<file path="config.mk">
export PLATFORM = sky130hd
export DESIGN_NAME = branch_redirect
export DESIGN_NICKNAME = d
export VERILOG_FILES = /design/src/rtl/branch_redirect.sv
export SDC_FILE = /design/constraint.sdc
export NUM_CORES = 1
export LEC_CHECK = 0
export BUFFER_PORTS_ARGS = -buffer_cell sky130_fd_sc_hd__buf_2
export CAP_MARGIN = 20
export CORE_MARGIN = 4
export CORE_UTILIZATION = 54
export CTS_CLUSTER_DIAMETER = 60
export CTS_CLUSTER_SIZE = 24
export DETAILED_ROUTE_END_ITERATION = 16
export PLACE_DENSITY = 0.93
export RECOVER_POWER = 100
export SYNTH_ARGS = -nofsm -noshare
export SYNTH_HDL_FRONTEND = slang
export SYNTH_SLANG_ARGS = --single-unit
</file>
<file path="constraint.sdc">
create_clock -name clk_i -period 2.1 [get_ports clk_i]
set_clock_uncertainty 0.05 [all_clocks]
set_input_delay 0.315 -clock clk_i [delete_from_list [all_inputs] [get_ports clk_i]]
set_output_delay 0.315 -clock clk_i [all_outputs]
set_load 0.05 [all_outputs]
</file>
<file path="src/rtl/branch_redirect.sv">
// Control-transfer stage: resolves JAL/JALR/taken-branch targets, raises a handshaked
// redirect to fetch, flushes wrong-path instructions and flags misaligned targets.
module branch_redirect #(
    parameter int unsigned FLUSH_CYCLES = 2
) (
    input  logic        clk_i,
    input  logic        rst_n_i,
    input  logic        ex_valid_i,
    input  logic        is_branch_op_i,
    input  logic        is_jal_i,
    input  logic        is_jalr_i,
    input  logic        branch_taken_i,
    input  logic [31:0] pc_i,
    input  logic [31:0] imm_i,
    input  logic [31:0] rs1_i,
    input  logic        fetch_ready_i,
    output logic        redirect_valid_o,
    output logic [31:0] redirect_pc_o,
    output logic        flush_o,
    output logic        ex_stall_o,
    output logic [31:0] link_o,
    output logic        misalign_o
);

    typedef enum logic [1:0] {
        IDLE,
        REDIR,
        FLUSH
    } state_e;

    localparam logic [3:0] CNT_LOAD = 4'(FLUSH_CYCLES - 1);

    state_e      state_q, state_d;
    logic [3:0]  cnt_q, cnt_d;
    logic        redirect_valid_q, redirect_valid_d;
    logic [31:0] redirect_pc_q, redirect_pc_d;
    logic        flush_q, flush_d;
    logic        ex_stall_q, ex_stall_d;
    logic        misalign_q, misalign_d;

    logic        ctl;
    logic        use_jalr;
    logic [31:0] tgt;
    logic        tgt_misaligned;

    // JAL outranks JALR when both decode flags are set; branches use the PC-relative path.
    assign ctl            = ex_valid_i & (is_jal_i | is_jalr_i | (is_branch_op_i & branch_taken_i));
    assign use_jalr       = is_jalr_i & ~is_jal_i;
    assign tgt            = use_jalr ? ((rs1_i + imm_i) & ~32'h1) : (pc_i + imm_i);
    assign tgt_misaligned = (tgt[1:0] != 2'b00);
    assign link_o         = pc_i + 32'd4;

    // NOTE: every always_comb variable gets a default first, so no path can infer a latch.
    always_comb begin
        state_d          = state_q;
        cnt_d            = cnt_q;
        redirect_valid_d = redirect_valid_q;
        redirect_pc_d    = redirect_pc_q;
        flush_d          = flush_q;
        ex_stall_d       = ex_stall_q;
        misalign_d       = 1'b0;

        unique case (state_q)
            IDLE: begin
                if (ctl && tgt_misaligned) begin
                    misalign_d = 1'b1;
                end else if (ctl) begin
                    redirect_valid_d = 1'b1;
                    redirect_pc_d    = tgt;
                    flush_d          = 1'b1;
                    ex_stall_d       = 1'b1;
                    state_d          = REDIR;
                end
            end
            REDIR: begin
                if (fetch_ready_i) begin
                    redirect_valid_d = 1'b0;
                    ex_stall_d       = 1'b0;
                    cnt_d            = CNT_LOAD;
                    state_d          = FLUSH;
                end
            end
            FLUSH: begin
                // cnt counts the remaining FLUSH cycles after this one.
                if (cnt_q == 4'd0) begin
                    flush_d = 1'b0;
                    state_d = IDLE;
                end else begin
                    cnt_d = cnt_q - 4'd1;
                end
            end
            default: begin
                state_d          = IDLE;
                redirect_valid_d = 1'b0;
                flush_d          = 1'b0;
                ex_stall_d       = 1'b0;
            end
        endcase
    end

    // NOTE: sequential state uses non-blocking assignments so all registers update together.
    always_ff @(posedge clk_i or negedge rst_n_i) begin
        if (!rst_n_i) begin
            state_q          <= IDLE;
            cnt_q            <= 4'd0;
            redirect_valid_q <= 1'b0;
            redirect_pc_q    <= 32'd0;
            flush_q          <= 1'b0;
            ex_stall_q       <= 1'b0;
            misalign_q       <= 1'b0;
        end else begin
            state_q          <= state_d;
            cnt_q            <= cnt_d;
            redirect_valid_q <= redirect_valid_d;
            redirect_pc_q    <= redirect_pc_d;
            flush_q          <= flush_d;
            ex_stall_q       <= ex_stall_d;
            misalign_q       <= misalign_d;
        end
    end

    assign redirect_valid_o = redirect_valid_q;
    assign redirect_pc_o    = redirect_pc_q;
    assign flush_o          = flush_q;
    assign ex_stall_o       = ex_stall_q;
    assign misalign_o       = misalign_q;

endmodule

</file>
==> metrics.md, run 1 <==
| Metric | Value |
|---|---|
| Vias in the first global route | 12500 |
| Synthesis warning total | 0 |
| Error message | [ERROR GRT-0116] Global routing finished with congestion. Check the congestion regions in the DRC Viewer. |
| Pin count of the biggest net entering global routing | 33 |
| Initial Util | 56.1% |
| H-Tree Depth | 2 |
| Die W | 112 um |
| Avg Inst Size Synth | 7.52 um2 |
| Routability cong. | 1.00 |
| Total track usage | 80.1% |
| Grt ovf | 270 |
| Cells after Synth | 781 |
| Most common flop cell mapped by yosys | dfrtp_1 |
| Seq/Total Area, Yosys | 17.5% |
| Number of synthesized flops with an enable pin | 0 |
| Die Y | 112 um |
| Seq cells post-synth | 41 |
| Asr flop ratio synth | 100% |
| Failing step | global routing (5_1_grt) |
| Dpl hpwl | 20000 um |
| Clk sinks | 41 |
| CTS Buf Count | 5 |
| Mapped Area | 0.00587 mm2 |
| Run status | did not finish |
| Clock Tree Buf Depth | 2 |
| Syn_nets | 950 |
| Port bufs | 171 |
| Clock root cell | clkbuf_8 |
| Post-synthesis cell type count | 67 |
| Core Rows | 37 |
| Ports | 172 |
| First-pass GRT wire length | 80900 um |
-- stage by stage --
stage | worst slack, ps | setup TNS [ps] | instances | instance area, um2 | hold WS [ps]
2_1_floorplan | -552 | -4850 | 781 | 6290 | -30.6
3_3_place_gp | -708 | -19010 | 1281 | 8800 | 311
3_5_place_dp | -933 | -23820 | 1281 | 8800 | 333
4_1_cts | -487 | -6180 | 1319 | 9990 | 246
-- timing repair --
item	4_1_cts
endpoints found under the setup margin	53
gates resized for setup	205
hold buffers	1
setup buffers	36
pin swaps	87
cloned	0
hold endpoints to repair	1
-- synthesized netlist by cell type, drive strengths merged (4+ instances only) --
cell type  number  area (um2)
nor4b           4        35.0
mux2i           5        50.1
nor3           20         100
nand3          22         110
a21o           26         195
nor4            9        56.3
o21ai          67         343
nor2b          14        87.6
a31oi          11        75.1
a21oi          71         355
o211ai          6        45.0
and3           14        92.6
nor2           71         267
nand3b          4        30.0
nand2b         14        87.6
ha             63         788
inv            20        75.1
clkbuf         27         101
o21a           13        97.6
xor2           30         263
o21bai          6        48.8
dfrtp          41        1030
a211oi         10        80.1
and2            5        31.3
o31ai           8        65.1
xnor2          50         438
nand4          12        75.1
nand2          87         327
buf             6        52.6
-- kinds of logic after synthesis --
logic type,Yosys count,share of synthesized area (%)
AOI/OAI and AO/OA,250,28.1
xor gates and xnor gates,80,11.9
adders and majority gates,65,14.1
buffers and inverters,53,3.90
DFF,41,17.5
muxes,7,1.24
and+or+nand+nor,285,23.3
-- routing by layer --
metal  GRT overflow  GRT usage [%]
met1              3           75.1
met2            166           98.3
met3              6           66.4
met4             95           86.8
met5              0           25.1
==> run 2: changes to the inputs <==
--- a/config.mk
+++ b/config.mk
@@ -8,11 +8,9 @@
 export BUFFER_PORTS_ARGS = -buffer_cell sky130_fd_sc_hd__buf_2
 export CAP_MARGIN = 20
 export CORE_MARGIN = 4
-export CORE_UTILIZATION = 54
-export CTS_CLUSTER_DIAMETER = 60
-export CTS_CLUSTER_SIZE = 24
+export CORE_UTILIZATION = 40
 export DETAILED_ROUTE_END_ITERATION = 16
-export PLACE_DENSITY = 0.93
+export PLACE_DENSITY_LB_ADDON = 0.15
 export RECOVER_POWER = 100
 export SYNTH_ARGS = -nofsm -noshare
 export SYNTH_HDL_FRONTEND = slang
==> run 2 against run 1 <==
  * The flow now finishes, with violations (setup timing)
  * Area after synthesis stayed put
  * Synthesized cell count stayed put
==> metrics.md, run 2 <==
| Metric | Value |
|---|---|
| Crit Path Max Fanout | 4 |
| Final nets | 1365 |
| Slew Viols, Final | 0 |
| Die W | 129 um |
| TritonCTS clock tree | built |
| Worst reg-to-reg setup slack | 490 ps |
| Area of the multi-input gates | 0.00582 mm2 |
| CP cell instances | buf_2 -> inv_1 -> fa_2 -> nor2b_4 -> o31a_1 -> o21ai_4 -> nand2_1 -> a41o_1 -> o41ai_4 -> or4b_1 -> a21oi_1 -> o32a_1 |
| Crit end category | flip-flop |
| # fillers | 1087 |
| WL final | 23400 um |
| Fin worst setup slack | -373 ps |
| Via density | 5.42 |
| First-pass GRT wire length | 36500 um |
| Final cell count without fillers | 1381 |
| Clock Tree Buf Depth | 2 |
| Synthesis warning total | 0 |
| Final instance area | 0.0106 mm2 |
| Clock root cell | clkbuf_16 |
| Slowest-stage cell, CP | o32a_1 |
| Cells after Synth | 781 |
| Vias in the first global route | 7613 |
| Clk sinks | 41 |
| Placed cell areas | 0.00892 mm2 |
| Most frequent cells in the layout | 233 x buf_4, 89 x buf_2, 77 x nand2_1 |
| Post-synthesis cell type count | 67 |
| Grt ovf | 0 |
| Ports | 172 |
| Initial Util | 40.6% |
| Area delta synth->final | 81.3% |
| Slew margin rel. | 31.9% |
| Total chip power | 0.00756 W |
| Leak | 5.01 nW |
| Largest stage delay on the critical path | 350 ps |
| Area leader, netlist | dfrtp_1 |
| Cells after DPL | 1337 |
| Drt initial violations | 519 |
| Buf+Inv Stages, Crit Path | 2 |
| Most frequent cells after synthesis | 87 x nand2_1, 71 x a21oi_1, 71 x nor2_1, 63 x ha_1, 62 x o21ai_0 |
| WS Path Type | in -> reg |
| Worst VDD drop | 680 uV |
| Avg Inst Size Synth | 7.52 um2 |
| Mapped Area | 0.00587 mm2 |
| H-Tree Depth | 2 |
| Hold Path Class | in -> reg |
| CTS Buf Count | 5 |
| Synth top area cells | dfrtp_1 17%, ha_1 13%, xnor2_1 7.5% |
| Vias | 7488 |
| Max FFs per register | 32 |
| Core area | 0.0145 mm2 |
| Top achievable clock speed | 404 MHz |
| Total track usage | 26.7% |
| ANT cells | 0 |
| Commonest non-fill, non-tap cell in the layout | buf_4 |
| Seq cells post-synth | 41 |
| Port bufs | 171 |
| Pin count of the biggest net entering global routing | 42 |
| Number of synthesized flops with an enable pin | 0 |
| Critical Path AT | 2590 ps |
| Failing checks | setup timing |
| Critical path's top delay family | compound AO/OA/AOI/OAI gates |
| Routability cong. | 0.932 |
| Crit path time final | 2470 ps |
| Seq/Total Area, Yosys | 17.5% |
| RSZ-0062 raised after global routing | true |
| PwrDens | 710 mW/mm2 |
| Hold path startpoint | ex_valid_i |
| Clk slew on worst S/H paths | 60 ps |
| Most common cell in the netlist | nand2_1 |
| Reg area | 0.00103 mm2 |
| Final hold violation count | 0 |
| Syn_nets | 950 |
| Drt drc | 0 |
| Share of cells above drive strength 1 | 47.6% |
| CP startpoint kind | input port |
| Post-route clock period utilization | 118% |
| Crit path required time | 2210 ps |
| Run status | finished with violations |
| Die Y | 129 um |
| Worst hold slack | 222 ps |
| Post-route ant nets | 0 |
| Die area | 0.0167 mm2 |
| Most common flop cell mapped by yosys | dfrtp_1 |
| Avg WL per Cell | 17.0 um |
| Final setup vio count | 31 |
| Drt first pass iters | 5 |
| Dpl hpwl | 17600 um |
| Core Rows | 44 |
| Worst-Margin Slew | 1020 ps |
| Max-cap violations | 0 |
| Setup crit start | rs1_i[1] |
| R2r startpoint | cnt_q[0] |
| Asr flop ratio synth | 100% |
| Clock Latency Late Sink | 280 ps |
| Share of the synthesized area in the top cell type | 17.5% |
| Initial antenna violation count | 0 |
-- run 2: final cells by class --
| class | count | share of cell area (%) |
|---|---|---|
| Inverter | 20 | 0.729 |
| Tap cell | 184 | 2.16 |
| Sequential cell | 41 | 9.64 |
| Timing Repair Buffer | 441 | 31.0 |
| Multi-Input combinational cell | 687 | 54.7 |
| Clock inverter | 3 | 0.646 |
| Clock buffer | 5 | 1.18 |
-- run 2: power breakdown --
group / switching, W / total, W / internal [W] / leakage (nW)
sequential: 0.000251 / 0.00140 / 0.00115 / 0.504
clock: 0.000317 / 0.00100 / 0.000685 / 0.0944
combinational: 0.00324 / 0.00516 / 0.00192 / 4.41
-- run 2: path summary, 6_finish.rpt --
kind / endpoint / depth (start not counted)
min in group asynchronous: cnt_q[3] / 2
min reg2reg: redirect_pc_o[23] / 2
max in group asynchronous: redirect_pc_o[5] / 2
min: misalign_o / 3
max reg2reg: cnt_q[3] / 7
max: redirect_pc_o[30] / 12
-- run 2: layer usage --
metal | vias to the layer above | routed length, um | GRT usage, %
met3 | 63 | 1160 | 2.47
met4 | 0 | 828 | 9.08
li1 | 3682 | - | -
met2 | 242 | 11900 | 48.3
met5 | - | 0 | 0
met1 | 3501 | 9570 | 33.1
-- run 2: stage by stage --
| stage | worst slack, ps | util [%] | setup TNS, ps |
|---|---|---|---|
| after floorplan | -552 | - | -4850 |
| after global placement | -821 | 61.6 | -22820 |
| after detailed placement | -810 | 61.6 | -23330 |
| after CTS | -323 | 71.1 | -5180 |
| after global routing | -450 | 73.5 | -8330 |
| final | -373 | 73.5 | -5400 |
-- run 2: logic make-up after synthesis --
logic type	synth area share [%]
muxes	1.24
AOI/OAI and AO/OA	28.1
DFF	17.5
buffers and inverters	3.90
adders and majority gates	14.1
xor gates and xnor gates	11.9
and+or+nand+nor	23.3
-- run 2: what timing repair did --
| item | 4_1_cts | 5_1_grt |
|---|---|---|
| setup buffers | 29 | 16 |
| cloned | 0 | 0 |
| hold buffers | 0 | 0 |
| pin swaps | 85 | 63 |
| gates resized for setup | 232 | 60 |
| endpoints found under the setup margin | 50 | 42 |
-- run 2: worst reg2reg max path, delay by kind of cell (launching register included) --
family | cells | cell delay (ps)
buf+inv | 1 | 70
flops | 1 | 410
xor+xnor | 1 | 160
fa+ha+maj | 1 | 210
simple gates | 4 | 610
Power figures use the tool's default switching activity.
==> run 3: changes to the inputs <==
--- a/config.mk
+++ b/config.mk
@@ -5,6 +5,7 @@
 export SDC_FILE = /design/constraint.sdc
 export NUM_CORES = 1
 export LEC_CHECK = 0
+export ABC_AREA = 1
 export BUFFER_PORTS_ARGS = -buffer_cell sky130_fd_sc_hd__buf_2
 export CAP_MARGIN = 20
 export CORE_MARGIN = 4
==> run 3 against run 2 <==
  * Total power down 19%
  * Critical path depth is the same
  * The flow still finishes with violations (setup timing)
  * Maximum frequency up 12%
  * Count of clock-buffer cells in the layout increased by 2
  * First-iteration DRC count is 13% lower
  * Global-route usage is 2.4 points lower
  * Sequential power fell by 5%
  * Worst setup slack better by 270 ps
  * Synthesized cell count is 73% higher
  * Largest cell class unchanged
  * Routed wire length grew 5.8%
  * Non-clock buffer count fell by 135
==> metrics.md, run 3 <==
| Metric | Value |
|---|---|
| Critical path's top delay family | simple AND/OR/NAND/NOR gates |
| Post-route clock period utilization | 105% |
| Commonest non-fill, non-tap cell in the layout | nand2_1 |
| Worst-Margin Slew | 1040 ps |
| Die Y | 142 um |
| Final hold violation count | 0 |
| Core area | 0.0175 mm2 |
| Crit Path Max Fanout | 3 |
| Port bufs | 171 |
| Drt drc | 0 |
| Cells after Synth | 1352 |
| RSZ-0062 raised after global routing | true |
| PwrDens | 624 mW/mm2 |
| Slew margin rel. | 30.4% |
| CP endpoint | link_o[28] |
| Pin count of the biggest net entering global routing | 42 |
| Synth Area in Compound Gates | 7.35% |
| WS Path Type | in -> out |
| Synth top area cells | nand2_1 30%, dfrtp_1 14%, inv_1 13% |
| Clk slew on worst S/H paths | 60 ps |
| Most common cell in the netlist | nand2_1 |
| CP startpoint kind | input port |
| Leak | 6.09 nW |
| Avg WL per Cell | 13.2 um |
| Run status | finished with violations |
| Largest family of logic cells by synthesized area | simple AND/OR/NAND/NOR gates |
| CTS Buf Count | 5 |
| Clock root cell | clkbuf_16 |
| Die W | 142 um |
| Max-cap violations | 0 |
| Initial antenna violation count | 0 |
| Synth Area in Simple Gates | 48.6% |
| Synth Area in Adders | 11.5% |
| First-pass GRT wire length | 40000 um |
| Ports | 172 |
| Initial Util | 41.2% |
| Clk sinks | 41 |
| Final setup vio count | 7 |
| CP cell instances | buf_8 -> ha_4 -> nand3_4 -> nor3_4 -> nand2_4 -> nor2_4 -> nand2_4 -> nor2_4 -> nand2_4 -> nor3_4 -> xor2_2 -> buf_6 |
| Crit path required time | 1740 ps |
| TritonCTS clock tree | built |
| Total track usage | 24.3% |
| Seq/Total Area, Yosys | 14.2% |
| Grt ovf | 0 |
| Largest stage delay on the critical path | 180 ps |
| Crit path time final | 2200 ps |
| Slowest-stage cell, CP | nor3_4 |
| Slew Viols, Final | 0 |
| Area delta synth->final | 36.8% |
| WL final | 24800 um |
| XOR/XNOR share of the synthesized area | 4.01% |
| Max FFs per register | 32 |
| CTS Hold Bufs | 0 |
| Drt initial violations | 451 |
| R2r startpoint | cnt_q[0] |
| Core Rows | 48 |
| Drt first pass iters | 5 |
| Asr flop ratio synth | 100% |
| Clock Tree Buf Depth | 2 |
| Most frequent cells in the layout | 577 x nand2_1, 250 x inv_1, 131 x buf_4 |
| Mapped Area | 0.00721 mm2 |
| Worst reg-to-reg setup slack | 440 ps |
| Number of synthesized flops with an enable pin | 0 |
| Dpl ws | -344 ps |
| Setup crit start | pc_i[2] |
| Most common flop cell mapped by yosys | dfrtp_1 |
| Crit end category | primary output |
| Vias in the first global route | 8308 |
| Post-route ant nets | 0 |
| Post-synthesis mux area share | 0% |
| Area of the multi-input gates | 0.00549 mm2 |
| FF-to-FF path depth | 7 |
| ANT cells | 0 |
| Via density | 4.71 |
| Clock Latency Late Sink | 290 ps |
| Most frequent cells after synthesis | 583 x nand2_1, 251 x inv_1, 111 x nor2_1, 89 x nand3_1, 63 x ha_1 |
| Area leader, netlist | nand2_1 |
| Seq cells post-synth | 41 |
| Top achievable clock speed | 455 MHz |
| Share of cells above drive strength 1 | 20.1% |
| Syn_nets | 1521 |
| Hold Path Class | in -> async |
| CP dominant cell by count | nand2_4 |
| H-Tree Depth | 2 |
| Fin worst setup slack | -98.7 ps |
| Cells after DPL | 1857 |
| Failing checks | setup timing |
| Post-synthesis cell type count | 38 |
| Vias | 8843 |
| Share of the synthesized area in the top cell type | 30.4% |
| Routability cong. | 0.925 |
| Synthesis warning total | 0 |
| # fillers | 1895 |
| Avg Inst Size Synth | 5.33 um2 |
| Reg2reg end | cnt_q[3] |
| Worst hold slack | 238 ps |
| Critical Path AT | 1830 ps |
| Reg area | 0.00103 mm2 |
| Final nets | 1819 |
| Cell depth of the worst setup path | 12 |
| Die area | 0.0202 mm2 |
| Final cell count without fillers | 1876 |
| Buf+Inv Stages, Crit Path | 2 |
| Worst VDD drop | 863 uV |
| Dpl hpwl | 21400 um |
-- run 3: cell count changes in the layout (fill, tap and decap cells not counted), moves of 15 or more --
cell | before | now
ha_4 | 16 | 1
o21ai_1 | 24 | 0
nand2_1 | 77 | 577
inv_1 | 17 | 250
buf_4 | 233 | 131
a21o_1 | 26 | 2
buf_6 | 66 | 13
nor2_1 | 63 | 105
ha_1 | 45 | 62
xnor2_1 | 31 | 6
nand3_1 | 16 | 83
-- run 3: stage by stage --
step	total power, W	util [%]	setup TNS [ps]	instance area, um2
2_1_floorplan	0.00412	-	-912	7370
3_5_place_dp	0.00538	53.7	-5440	9390
4_1_cts	0.00625	55.9	-841	9770
3_3_place_gp	0.00534	53.7	-4700	9390
5_1_grt	0.00664	56.4	-1690	9850
6_report	0.00615	56.4	-427	9850
-- run 3: area by class of cell --
class / instances / area share (%)
clock inverters: 1 / 0.0508
inverters: 255 / 9.71
well taps: 225 / 2.86
multi-input cells: 1041 / 55.7
flip-flops and latches: 41 / 10.4
repair buffers: 306 / 19.7
clock buffers: 7 / 1.55
-- run 3: power breakdown --
| group | total (W) | internal, W | switching [W] |
|---|---|---|---|
| Combinational | 0.00401 | 0.00116 | 0.00285 |
| Clock | 0.000812 | 0.000503 | 0.000308 |
| Sequential | 0.00133 | 0.00114 | 0.000190 |
| Total | 0.00615 | 0.00280 | 0.00335 |
-- run 3: worst min-delay path by stage --
stage	slack, ps	end	cells past startpoint	startpoint
after global placement	360	misalign_o	2	rst_n_i
after global routing	300	misalign_o	3	ex_valid_i
after CTS	50	redirect_pc_o[3]	2	rst_n_i
final	240	ex_stall_o	2	rst_n_i
after floorplan	-30	cnt_q[0]	0	rst_n_i
after detailed placement	370	misalign_o	2	rst_n_i
-- run 3: per-layer routing --
metal  GRT usage (%)  vias up  part of all wire [%]
li1                -     4728                     -
met1            31.4     3873                    45
met2            44.0      211                    48
met3            2.35       31                   4.2
met4            5.25        0                   2.2
met5               0        -                     0
-- run 3: repair_timing --
action,CTS,global route
resized for setup,46,38
endpoints found under the setup margin,14,28
buffers inserted,5,9
pin swaps,7,17
-- run 3: worst register-to-register path: stages, from the launching register on --
cell     delay [ps]
dfrtp_1         360
inv_1            70
ha_1            210
a21oi_1         320
or2_2           220
nand4_1         100
xor2_1          160
nor2_1           60
-- run 3: kinds of logic (layout without fill, tap and decap cells) --
group	Yosys count	in the layout
AND/OR/NAND/NOR	845	845
flip-flops	41	41
XOR/XNOR	33	33
AO/OA/AOI/OAI	98	98
adder cells (fa/ha/maj)	65	65
buffers and inverters	270	569
==> run 4: changes to the inputs <==
==> constraint.sdc (replaced) <==
create_clock -name clk_i -period 2.5 [get_ports clk_i]
set_clock_uncertainty 0.05 [all_clocks]
set_input_delay 0.375 -clock clk_i [delete_from_list [all_inputs] [get_ports clk_i]]
set_output_delay 0.375 -clock clk_i [all_outputs]
set_load 0.05 [all_outputs]
==> run 4 against run 3 <==
  * The run now ends clean
  * Via count fell by 5.8%
  * First-iteration DRC count grew 18%
  * Sequential power is 16% lower
  * Count of clock-buffer cells in the layout down 2
  * Design area down 12%
  * Global-route usage down 1.3 points
  * Final cell count fell by 6.1%
  * Register-to-register slack better by 430 ps
  * Hold slack got worse by 28 ps
==> metrics.md, run 4 (synthesized netlist as in run 3, its figures left out) <==
| Metric | Value |
|---|---|
| Run status | finished, final reports clean |
| TritonCTS clock tree | built |
| Final nets | 1705 |
| Total chip power | 0.00487 W |
| Initial Util | 41.2% |
| Switching fraction of total power | 56.5% |
| Flop pwr share | 22.9% |
| Drt drc | 0 |
| Commonest non-fill, non-tap cell in the layout | nand2_1 |
| Core area | 0.0175 mm2 |
| WL final | 23800 um |
| Slew margin rel. | 31.7% |
| Post-route ant nets | 0 |
| Ports | 172 |
| Worst VDD drop | 579 uV |
| Die W | 142 um |
| Clk slew on worst S/H paths | 60 ps |
| Drt initial violations | 530 |
| Crit path time final | 2460 ps |
| CTS Buf Count | 5 |
| # fillers | 2016 |
| Largest stage delay on the critical path | 250 ps |
| Max FFs per register | 32 |
| Drt first pass iters | 5 |
| Final setup vio count | 0 |
| R2r startpoint | cnt_q[0] |
| Final hold violation count | 0 |
| Routability cong. | 0.920 |
| Total track usage | 23.1% |
| First-pass GRT wire length | 37700 um |
| Slew Viols, Final | 0 |
| CP endpoint | link_o[28] |
| Vias in the first global route | 7637 |
| Slowest-stage cell, CP | nor3_4 |
| FF-to-FF path depth | 7 |
| Placed cell areas | 0.00846 mm2 |
| CP cell instances | buf_8 -> ha_4 -> nand3_4 -> nor3_4 -> nand2_4 -> nor2_4 -> nand2_4 -> nor2_4 -> nand2_4 -> nor3_4 -> xor2_2 -> buf_6 |
| Vias | 8332 |
| CTS Hold Bufs | 0 |
| CP dominant cell by count | nand2_4 |
| Initial antenna violation count | 0 |
| P_sw | 0.00275 W |
| Most frequent cells in the layout | 583 x nand2_1, 251 x inv_1, 114 x buf_2 |
| Max-cap violations | 0 |
| Clock Latency Late Sink | 280 ps |
| Clk sinks | 41 |
| Post-route clock period utilization | 98.5% |
| Die area | 0.0202 mm2 |
| Hold Path Class | in -> async |
| Worst hold slack | 210 ps |
| Critical Path AT | 2040 ps |
| Setup crit start | pc_i[3] |
| Grt ovf | 0 |
| Crit end category | primary output |
| Clock power frac | 12.9% |
| Via density | 4.73 |
| Top achievable clock speed | 406 MHz |
| Pin count of the biggest net entering global routing | 42 |
| RSZ-0062 raised after global routing | true |
| Final cell count without fillers | 1762 |
| Die Y | 142 um |
| Leak | 5.40 nW |
| CP startpoint kind | input port |
| Crit Path Max Fanout | 3 |
| Worst reg-to-reg setup slack | 870 ps |
| Internal power | 0.00212 W |
| H-Tree Depth | 2 |
| Clock root cell | clkbuf_16 |
| Cells after DPL | 1750 |
| Core Rows | 48 |
| Crit path required time | 2080 ps |
| Final instance area | 0.00864 mm2 |
| Worst-Margin Slew | 1020 ps |
| PwrDens | 564 mW/mm2 |
| Area delta synth->final | 19.9% |
| Avg WL per Cell | 13.5 um |
| Reg2reg end | cnt_q[3] |
| ANT cells | 0 |
| Dpl hpwl | 20700 um |
| Clock Tree Buf Depth | 2 |
| Logic pwr share | 64.2% |
| Share of cells above drive strength 1 | 12.2% |
| WS Path Type | in -> out |
| Port bufs | 171 |
-- run 4: per-stage QoR --
stage	setup slack (ps)	setup TNS [ps]	utilization (%)
floorplan	35.1	0	-
global placement	7.47	0	48.4
detailed placement	-18.2	-29.5	48.4
CTS	34.9	0	49.2
global route	-63.0	-65.6	49.4
finish	37.9	0	49.4
-- run 4: layout make-up --
cell class / count / area (um2) / share of cell area [%]
inverters: 255 / 957 / 11.1
flip-flops and latches: 41 / 1030 / 11.9
multi-input cells: 1041 / 5230 / 60.5
clock buffers: 5 / 125 / 1.45
repair buffers: 192 / 1000 / 11.6
clock inverters: 3 / 17.5 / 0.203
well taps: 225 / 282 / 3.26
-- run 4: timing repair --
item | 4_1_cts | 5_1_grt
buffers inserted | 0 | 4
pin swaps | 0 | 7
gates resized for setup | 2 | 19
hold endpoints to repair | 0 | 0
endpoints found under the setup margin | 2 | 6
-- run 4: how the worst min path moves through the flow --
stage | start | endpoint
2_1_floorplan | rst_n_i | cnt_q[0]
3_3_place_gp | cnt_q[0] | cnt_q[0]
3_5_place_dp | cnt_q[0] | cnt_q[0]
4_1_cts | rst_n_i | flush_o
5_1_grt | rst_n_i | cnt_q[2]
6_report | rst_n_i | misalign_o
-- run 4: power by group through the flow --
stage               sequential (W)  combinational [W]  clock, W
global route               0.00115            0.00343  0.000687
finish                     0.00112            0.00312  0.000629
CTS                        0.00111            0.00322  0.000648
detailed placement         0.00111            0.00322         0
floorplan                  0.00200            0.00145         0
global placement           0.00111            0.00319         0
-- run 4: routing by layer --
| layer | wire length (um) | track usage [%] | up-vias |
|---|---|---|---|
| met1 | 11000 | 30.3 | 3569 |
| met2 | 11200 | 40.9 | 216 |
| li1 | - | - | 4514 |
| met4 | 579 | 5.35 | 0 |
| met3 | 1120 | 2.18 | 33 |
| met5 | 0 | 0 | - |
-- run 4: worst max-delay path: cells and delay by family --
kind                     cells  cell delay, ps
AND/OR/NAND/NOR              8            1090
buffers and inverters        2             250
XOR/XNOR                     1             160
adder cells (fa/ha/maj)      1             150
